<file path="config.mk">
export PLATFORM = sky130hd
export DESIGN_NAME = vga_timing_gen
export DESIGN_NICKNAME = d
export VERILOG_FILES = /design/src/rtl/vga_timing_gen_pkg.sv /design/src/rtl/vga_timing_gen_axis_counter.sv /design/src/rtl/vga_timing_gen.sv
export SDC_FILE = /design/constraint.sdc
export NUM_CORES = 1
export LEC_CHECK = 0
export BUFFER_PORTS_ARGS = -buffer_cell sky130_fd_sc_hd__buf_2
export CORE_MARGIN = 2
export CORE_UTILIZATION = 35
export CTS_CLUSTER_DIAMETER = 30
export CTS_CLUSTER_SIZE = 8
export DETAILED_ROUTE_END_ITERATION = 8
export GPL_ROUTABILITY_DRIVEN = 1
export HOLD_SLACK_MARGIN = 0.08
export SYNTH_ARGS = -nofsm -noshare
export SYNTH_HDL_FRONTEND = slang
export SYNTH_SLANG_ARGS = --single-unit
</file>
<file path="constraint.sdc">
create_clock -name clk_pix -period 3.2 [get_ports clk_pix]
set_input_delay 0.64 -clock clk_pix [delete_from_list [all_inputs] [get_ports clk_pix]]
set_output_delay 0.64 -clock clk_pix [all_outputs]
set_load 0.02 [all_outputs]
</file>
<file path="src/rtl/vga_timing_gen_pkg.sv">
// Shared phase encoding, default 640x480@60 timing and phase sequencing for the VGA raster.
package vga_timing_gen_pkg;

  typedef enum logic [1:0] {
    PH_ACTIVE = 2'd0,
    PH_FRONT  = 2'd1,
    PH_SYNC   = 2'd2,
    PH_BACK   = 2'd3
  } phase_t;

  localparam int unsigned H_ACTIVE_DEF = 640;
  localparam int unsigned H_FP_DEF     = 16;
  localparam int unsigned H_SYNC_DEF   = 96;
  localparam int unsigned H_BP_DEF     = 48;
  localparam int unsigned V_ACTIVE_DEF = 480;
  localparam int unsigned V_FP_DEF     = 10;
  localparam int unsigned V_SYNC_DEF   = 2;
  localparam int unsigned V_BP_DEF     = 33;

  function automatic phase_t phase_next(input phase_t p);
    case (p)
      PH_ACTIVE: phase_next = PH_FRONT;
      PH_FRONT:  phase_next = PH_SYNC;
      PH_SYNC:   phase_next = PH_BACK;
      default:   phase_next = PH_ACTIVE;
    endcase
  endfunction

endpackage

</file>
<file path="src/rtl/vga_timing_gen_axis_counter.sv">
// One raster axis: position counter plus ACTIVE/FRONT/SYNC/BACK phase FSM, advanced by step.
module vga_axis_counter
  import vga_timing_gen_pkg::*;
#(
  parameter int unsigned ACTIVE = 640,
  parameter int unsigned FP     = 16,
  parameter int unsigned SYNC   = 96,
  parameter int unsigned BP     = 48,
  parameter int unsigned CW     = 10
) (
  input  logic          clk_pix,
  input  logic          resetn,
  input  logic          clr,
  input  logic          step,
  output logic [CW-1:0] cnt,
  output logic [1:0]    phase,
  output logic          wrap
);

  localparam int unsigned   TOTAL    = ACTIVE + FP + SYNC + BP;
  localparam logic [CW-1:0] CNT_LAST = CW'(TOTAL - 1);

  phase_t        ph_q, ph_d;
  logic [CW-1:0] cnt_d;
  logic [CW-1:0] pc_q, pc_d;
  logic [CW-1:0] pc_last;

  always_ff @(posedge clk_pix or negedge resetn) begin
    if (!resetn) begin
      cnt  <= '0;
      ph_q <= PH_ACTIVE;
      pc_q <= '0;
    end else begin
      cnt  <= cnt_d;
      ph_q <= ph_d;
      pc_q <= pc_d;
    end
  end

  always_comb begin
    cnt_d = cnt;
    ph_d  = ph_q;
    pc_d  = pc_q;
    case (ph_q)
      PH_ACTIVE: pc_last = CW'(ACTIVE - 1);
      PH_FRONT:  pc_last = CW'(FP - 1);
      PH_SYNC:   pc_last = CW'(SYNC - 1);
      default:   pc_last = CW'(BP - 1);
    endcase
    wrap = step && (cnt == CNT_LAST);
    if (clr) begin
      cnt_d = '0;
      ph_d  = PH_ACTIVE;
      pc_d  = '0;
    end else if (step) begin
      cnt_d = wrap ? '0 : cnt + CW'(1);
      if (pc_q == pc_last) begin
        ph_d = phase_next(ph_q);
        pc_d = '0;
      end else begin
        pc_d = pc_q + CW'(1);
      end
    end
  end

  assign phase = ph_q;

endmodule

</file>
<file path="src/rtl/vga_timing_gen.sv">
// VGA raster generator: H/V axis counters, lock-driven restart and registered sync/DE/coordinate outputs.
module vga_timing_gen
  import vga_timing_gen_pkg::*;
#(
  parameter int unsigned H_ACTIVE = H_ACTIVE_DEF,
  parameter int unsigned H_FP     = H_FP_DEF,
  parameter int unsigned H_SYNC   = H_SYNC_DEF,
  parameter int unsigned H_BP     = H_BP_DEF,
  parameter int unsigned V_ACTIVE = V_ACTIVE_DEF,
  parameter int unsigned V_FP     = V_FP_DEF,
  parameter int unsigned V_SYNC   = V_SYNC_DEF,
  parameter int unsigned V_BP     = V_BP_DEF,
  parameter logic        H_POL    = 1'b0,
  parameter logic        V_POL    = 1'b0,
  parameter int unsigned CW       = 10
) (
  input  logic          clk_pix,
  input  logic          resetn,
  input  logic          locked,
  output logic          hsync,
  output logic          vsync,
  output logic          de,
  output logic [CW-1:0] pixel_x,
  output logic [CW-1:0] pixel_y,
  output logic          line_start,
  output logic          frame_start,
  output logic [7:0]    frame_cnt
);

  logic [CW-1:0] hc, vc;
  logic [1:0]    h_phase_raw, v_phase_raw;
  phase_t        h_ph, v_ph;
  logic          h_wrap, v_wrap;
  logic          lock_clr;
  logic          origin_q;

  assign lock_clr = ~locked;
  assign h_ph     = phase_t'(h_phase_raw);
  assign v_ph     = phase_t'(v_phase_raw);

  vga_axis_counter #(
    .ACTIVE (H_ACTIVE),
    .FP     (H_FP),
    .SYNC   (H_SYNC),
    .BP     (H_BP),
    .CW     (CW)
  ) u_h_axis (
    .clk_pix (clk_pix),
    .resetn  (resetn),
    .clr     (lock_clr),
    .step    (locked),
    .cnt     (hc),
    .phase   (h_phase_raw),
    .wrap    (h_wrap)
  );

  vga_axis_counter #(
    .ACTIVE (V_ACTIVE),
    .FP     (V_FP),
    .SYNC   (V_SYNC),
    .BP     (V_BP),
    .CW     (CW)
  ) u_v_axis (
    .clk_pix (clk_pix),
    .resetn  (resetn),
    .clr     (lock_clr),
    .step    (h_wrap),
    .cnt     (vc),
    .phase   (v_phase_raw),
    .wrap    (v_wrap)
  );

  // origin_q tracks "counters sit at (0,0)" so frame_start needs no wide compare.
  always_ff @(posedge clk_pix or negedge resetn) begin
    if (!resetn) begin
      hsync       <= ~H_POL;
      vsync       <= ~V_POL;
      de          <= 1'b0;
      pixel_x     <= '0;
      pixel_y     <= '0;
      line_start  <= 1'b0;
      frame_start <= 1'b0;
      frame_cnt   <= '0;
      origin_q    <= 1'b1;
    end else if (!locked) begin
      hsync       <= ~H_POL;
      vsync       <= ~V_POL;
      de          <= 1'b0;
      pixel_x     <= '0;
      pixel_y     <= '0;
      line_start  <= 1'b0;
      frame_start <= 1'b0;
      origin_q    <= 1'b1;
    end else begin
      hsync       <= (h_ph == PH_SYNC) ? H_POL : ~H_POL;
      vsync       <= (v_ph == PH_SYNC) ? V_POL : ~V_POL;
      de          <= (h_ph == PH_ACTIVE) && (v_ph == PH_ACTIVE);
      pixel_x     <= hc;
      pixel_y     <= vc;
      line_start  <= (hc == '0);
      frame_start <= origin_q;
      frame_cnt   <= frame_cnt + {7'd0, frame_start};
      origin_q    <= v_wrap;
    end
  end

endmodule

</file>
* After elaboration in Yosys (flattened, before gate mapping) *
Index checks and enable logic that the tools add are counted.
Widths: inputs -> output; s select.

storage, ports and cells
  register bits = 78
  output and inout bits = 33

operators by class
  reduce and logical (&&, ||, !) cells = 7
  add/subtract/negate cells = 5
  muxes and demuxes = 29
  eq/ne operators = 11

operators with widths
  cell                   count
  $mux 10                12
  $add 10x1->10 const B  4
  $pmux 10 s3            1
  $pmux 9 s3             1
  $eq 10x10->1 const B   2
  $pmux 2 s3             2
  $eq 10x10->1           1
  $eq 10x9->1            1
  $logic_not 10->1       1
  $mux 2                 5
  $add 8x1->8            1
  $mux 1                 8
  $ne 2x1->1 const B     3
  $eq 2x1->1 const B     2
  $eq 2x2->1 const B     2
  $logic_not 2->1        2
  $logic_and 1x1->1      3
  $reduce_and 2->1       1

* Longest topological paths before layout *
  depth after elaboration = 6
  gate-level depth with buffers = 8
  gate-level depth less buffers = 7

* By module *
Synthesis repeated with hierarchy kept, for this count alone.

unflattened totals
  cell total of the unflattened synthesis = 358
  area total of the unflattened synthesis = 3821.2 µm²

by module, submodules not included
  module                        instances  cells each  seq. area each (µm²)  area an instance (µm²)
  vga_axis_counter at u_v_axis  1          141         550.5                 1338.8
  vga_axis_counter at u_h_axis  1          130         550.5                 1252.5
  vga_timing_gen                1          87          854.6                 1229.9

* Least setup slack after synthesis *
No wires, ideal clock.

  path type = register -> register
  start = register u_h_axis.cnt[0]
  end = register u_v_axis.pc_q[4]
  library setup time = 122 ps
  cell stages (with the launch flop) = 7
  slack = 1271 ps
  period minus slack after synthesis = 1929 ps
  arrival = 1808 ps
  cells stage by stage = dfrtp_1 ha_1 and4_1 a41oi_1 nor2_1 mux2_2 a32o_1

between the ends
  cells in the longest elaborated chain, start to end = 3

ends and longest elaborated chain
  item                    line                               RTL
  start, declared         vga_timing_gen_axis_counter.sv:15  output logic [CW-1:0] cnt,
  start signal, assigned  vga_timing_gen_axis_counter.sv:34  cnt <= cnt_d;
  $eq 10x10->1            vga_timing_gen_axis_counter.sv:50  wrap = step && (cnt == CNT_LAST);
  $logic_and 1x1->1       vga_timing_gen_axis_counter.sv:50
  $ne 2x1->1 (no line)    -
  end signal, assigned    vga_timing_gen_axis_counter.sv:36  pc_q <= pc_d;
  end, declared           vga_timing_gen_axis_counter.sv:25  logic [CW-1:0] pc_q, pc_d;

No other way between the ends.
A chain may end at the register's enable or synchronous reset.

* Worst setup path in the final report *
  start = register u_h_axis.cnt[1]
  end = register u_v_axis.cnt[8]

between the ends
  cells in the longest elaborated chain, start to end = 6
  elaborated cells on any way between the ends = 7
  classes of those cells = eq/ne: 2; mux: 3; reduce/logical: 2

ends and longest elaborated chain
  item                  line                               RTL
  $eq 10x10->1 *        vga_timing_gen_axis_counter.sv:50
  $logic_and 1x1->1 *   vga_timing_gen_axis_counter.sv:50
  $logic_and 1x1->1     vga_timing_gen_axis_counter.sv:50
  $mux 10               vga_timing_gen_axis_counter.sv:56  cnt_d = wrap ? '0 : cnt + CW'(1);
  $mux 10               vga_timing_gen_axis_counter.sv:55  end else if (step) begin
  $mux 10               vga_timing_gen_axis_counter.sv:51  if (clr) begin
  end signal, assigned  vga_timing_gen_axis_counter.sv:34
  end, declared         vga_timing_gen_axis_counter.sv:15

Every way passes the cells marked *; elsewhere a longest branch is shown, timed or not. The select of a mux whose other input is x is not followed.

==> flow_metrics.tcl <==
set metrics [dict create \
    clkSinkCount 78 \
    initial_core_util_pct 36.4 \
    post_drt_wl_per_cell_um 13.3 \
    num-fill-cells 950 \
    arrival_ps 2560 \
    drive_gt1_share_pct 17.4 \
    cts_max_level 3 \
    die-area_mm2 0.0111 \
    setup_viol 0 \
    synth_top_area_cell "dfrtp_1" \
    worstSetupEndpoint "u_v_axis.cnt[8]$_DFFE_PN0P_" \
    row_count 36 \
    final_cell_mix "75 x dfrtp_1, 43 x nor2_1, 34 x buf_2" \
    coreArea_mm2 0.00986 \
    seq_area_frac_synth_pct 54.4 \
    fp.dieH_um 105 \
    internal-power_mw 1.62 \
    vdd_drop_max_uv 215 \
    drtIter0Drc 167 \
    p_switching_mw 0.536 \
    antennaDiodeCount 0 \
    tightest_slew_ps 956 \
    antenna_found_initial 0 \
    grt_pass1_vias 2533 \
    hpwl_mm 4.63 \
    io_buffers 35 \
    period_share_pct 72.0 \
    path_buf_inv 0 \
    cp_top_family "simple AND/OR/NAND/NOR gates" \
    rsz0062_at_grt "no" \
    worst_r2r_path_depth 6 \
    cts_setup_buffers 0 \
    ant_nets 0 \
    synth-async-reset-ratio_pct 100 \
    numCtsBuffers 9 \
    regToRegSetupSlack_ps 900 \
    ys.flop_type "dfrtp_1" \
    ios 36 \
    holdWs_ps 437 \
    r2r_end "u_v_axis.cnt[8]$_DFFE_PN0P_" \
    fin_cells 524 \
    slowest_stage "nor2_1" \
    clkPwrFrac_pct 41.2 \
    synth.area.top_cells "dfrtp_1 52%, ha_1 4.9%, nor2_1 4.5%" \
    crit_required_ps 3460 \
    firstDrtPassIters 4 \
    worstSkewPairLatency_ps 350 \
    cts_buffer_depth 2 \
    nets 403 \
    critPathKind "reg2reg" \
    ctsResizeCount 0 \
    hp-class "in2async" \
    placed_cell_area_mm2 0.00391 \
    start_kind "flop" \
    synth_enable_flop_cells 0 \
    crit_start "u_h_axis.cnt[1]$_DFF_PN0_" \
    yosysUniqueCellTypes 46 \
    hold_buffers 0 \
    netlist_area_mm2 0.00359 \
    period_minus_slack_ps 2300 \
    layout_commonest_cell "dfrtp_1" \
    design_power_total_mw 2.15 \
    area_delta_synth_final_pct 15.4 \
    postSynthCellCount 348 \
    power_density_mw_per_mm2 519 \
    p_leak_nw 1.93 \
    tns_ps 0 \
    avgSynthCellArea_um2 10.3 \
    clock-root-buffer "clkbuf_8" \
    grt_overflow 0 \
    pre_cts_ws_ps 910 \
    tritoncts "built" \
    cap_violations 0 \
    critPathCaptureType "flop" \
    vias 2597 \
    status "complete, no violations" \
    yosys_warnings 0 \
    drc 0 \
    rr_startpoint "u_h_axis.cnt[1]$_DFF_PN0_" \
    worst-path-max-fanout 16 \
    cp_num_cells 6 \
    wl_mm 6.98 \
    final_util_pct 42.0 \
    power_frac_seq_pct 49.9 \
    swShare_pct 24.9 \
    clk_pin_slew_ps 80 \
    place_congestion 0.800 \
    grt_pass1_wl_mm 11.9 \
    grt_max_degree 79 \
    stdcell_area_mm2 0.00415 \
    syn_nets 365 \
    report.final.slew_viol_count 0 \
    ys_ff_latch 78 \
    comb_power_share_pct 8.9 \
    skew_ps 9.40 \
    cp_cell_sequence "ha_1 > and4_1 > a41oi_2 > nor2_1 > nand4_1 > o21ai_0" \
    cp_slowest_stage_delay_ps 540 \
    drt-vias-per-instance 4.96 \
    gr-usage-all-layers_pct 13.4 \
    slew_headroom_pct 36.3 \
    yosysTopAreaCellShare_pct 52.2 \
    finalHoldViolCount 0 \
    die_x_um 105 \
    timing.final.ws_setup_ps 895 \
    dp.cells 508 \
    fmax_mhz 434 \
]
[flip-flops by register name (all words and copies together), names as in the netlist, 2 cells and up]
signal,flops
pixel_y,10
frame_cnt,8
u_h_axis.phase,2
u_v_axis.cnt,10
u_h_axis.cnt,10
u_v_axis.phase,2
pixel_x,10
u_v_axis.pc_q,10
u_h_axis.pc_q,10
[synth_stat cells (3+ instances only)]
cell      instances
nand3_1          17
a21oi_1           6
nor3_1            6
dfstp_2           3
and2_1           18
xnor2_1          15
nand4_1          12
o21ai_0          22
a31oi_1           7
nand2_1          27
and3_1            8
inv_1            18
nor2_1           43
xor2_1            9
dfrtp_1          75
ha_1             14
mux2_2            3
clkbuf_1          7
o22ai_1           4
[area by class of cell]
type	count	area [um2]	area share, %
flip-flops and latches	78	1960	47.2
multi-input cells	241	1520	36.6
repair buffers	38	200	4.83
well taps	133	166	4.01
clock buffers	10	128	3.08
clock inverters	6	109	2.63
inverters	18	67.6	1.63
[worst min-delay path by stage]
stage	start	cells past startpoint	end	slack [ps]
after floorplan	resetn	0	de$_DFF_PN0_	340
after global placement	u_h_axis.pc_q[0]$_DFF_PN0_	1	u_h_axis.pc_q[0]$_DFF_PN0_	450
after detailed placement	u_h_axis.pc_q[0]$_DFF_PN0_	1	u_h_axis.pc_q[0]$_DFF_PN0_	450
after CTS	u_h_axis.pc_q[0]$_DFF_PN0_	1	u_h_axis.pc_q[0]$_DFF_PN0_	470
after global routing	frame_cnt[7]$_DFFE_PN0P_	1	frame_cnt[7]$_DFFE_PN0P_	500
final	resetn	1	u_h_axis.cnt[4]$_DFF_PN0_	440
[worst register-to-register path: stages (launching register included)]
cell and delay (ps):
dfrtp_1 410, ha_1 220, and4_1 290, a41oi_2 370
nor2_1 540, nand4_1 160, o21ai_0 220
[per-layer routing]
layer	wire length [um]	vias to the layer above	track usage (%)
li1	-	1267	-
met1	3300	1265	17.5
met2	3250	58	21.0
met3	318	7	3.77
met4	112	0	5.71
met5	0	-	0
[power groups by stage]
stage               clock, mW  combinational (mW)  sequential, mW
floorplan                   0              0.0843            1.12
global placement            0               0.196            1.09
detailed placement          0               0.197            1.09
CTS                     0.906               0.198            1.07
global route            0.950               0.217            1.08
finish                  0.886               0.192            1.07
[cell families (layout without fill, tap and decap cells)]
| family | Yosys count | count (layout) | share of synthesized area (%) |
|---|---|---|---|
| and+or+nand+nor | 148 | 148 | 21.2 |
| DFF | 78 | 78 | 54.4 |
| AOI/OAI and AO/OA | 50 | 50 | 8.60 |
| buffers and inverters | 29 | 72 | 3.48 |
| xor gates and xnor gates | 24 | 24 | 5.85 |
| adders and majority gates | 14 | 14 | 4.88 |
| muxes | 5 | 5 | 1.50 |
(Power assumes the default switching activity.)
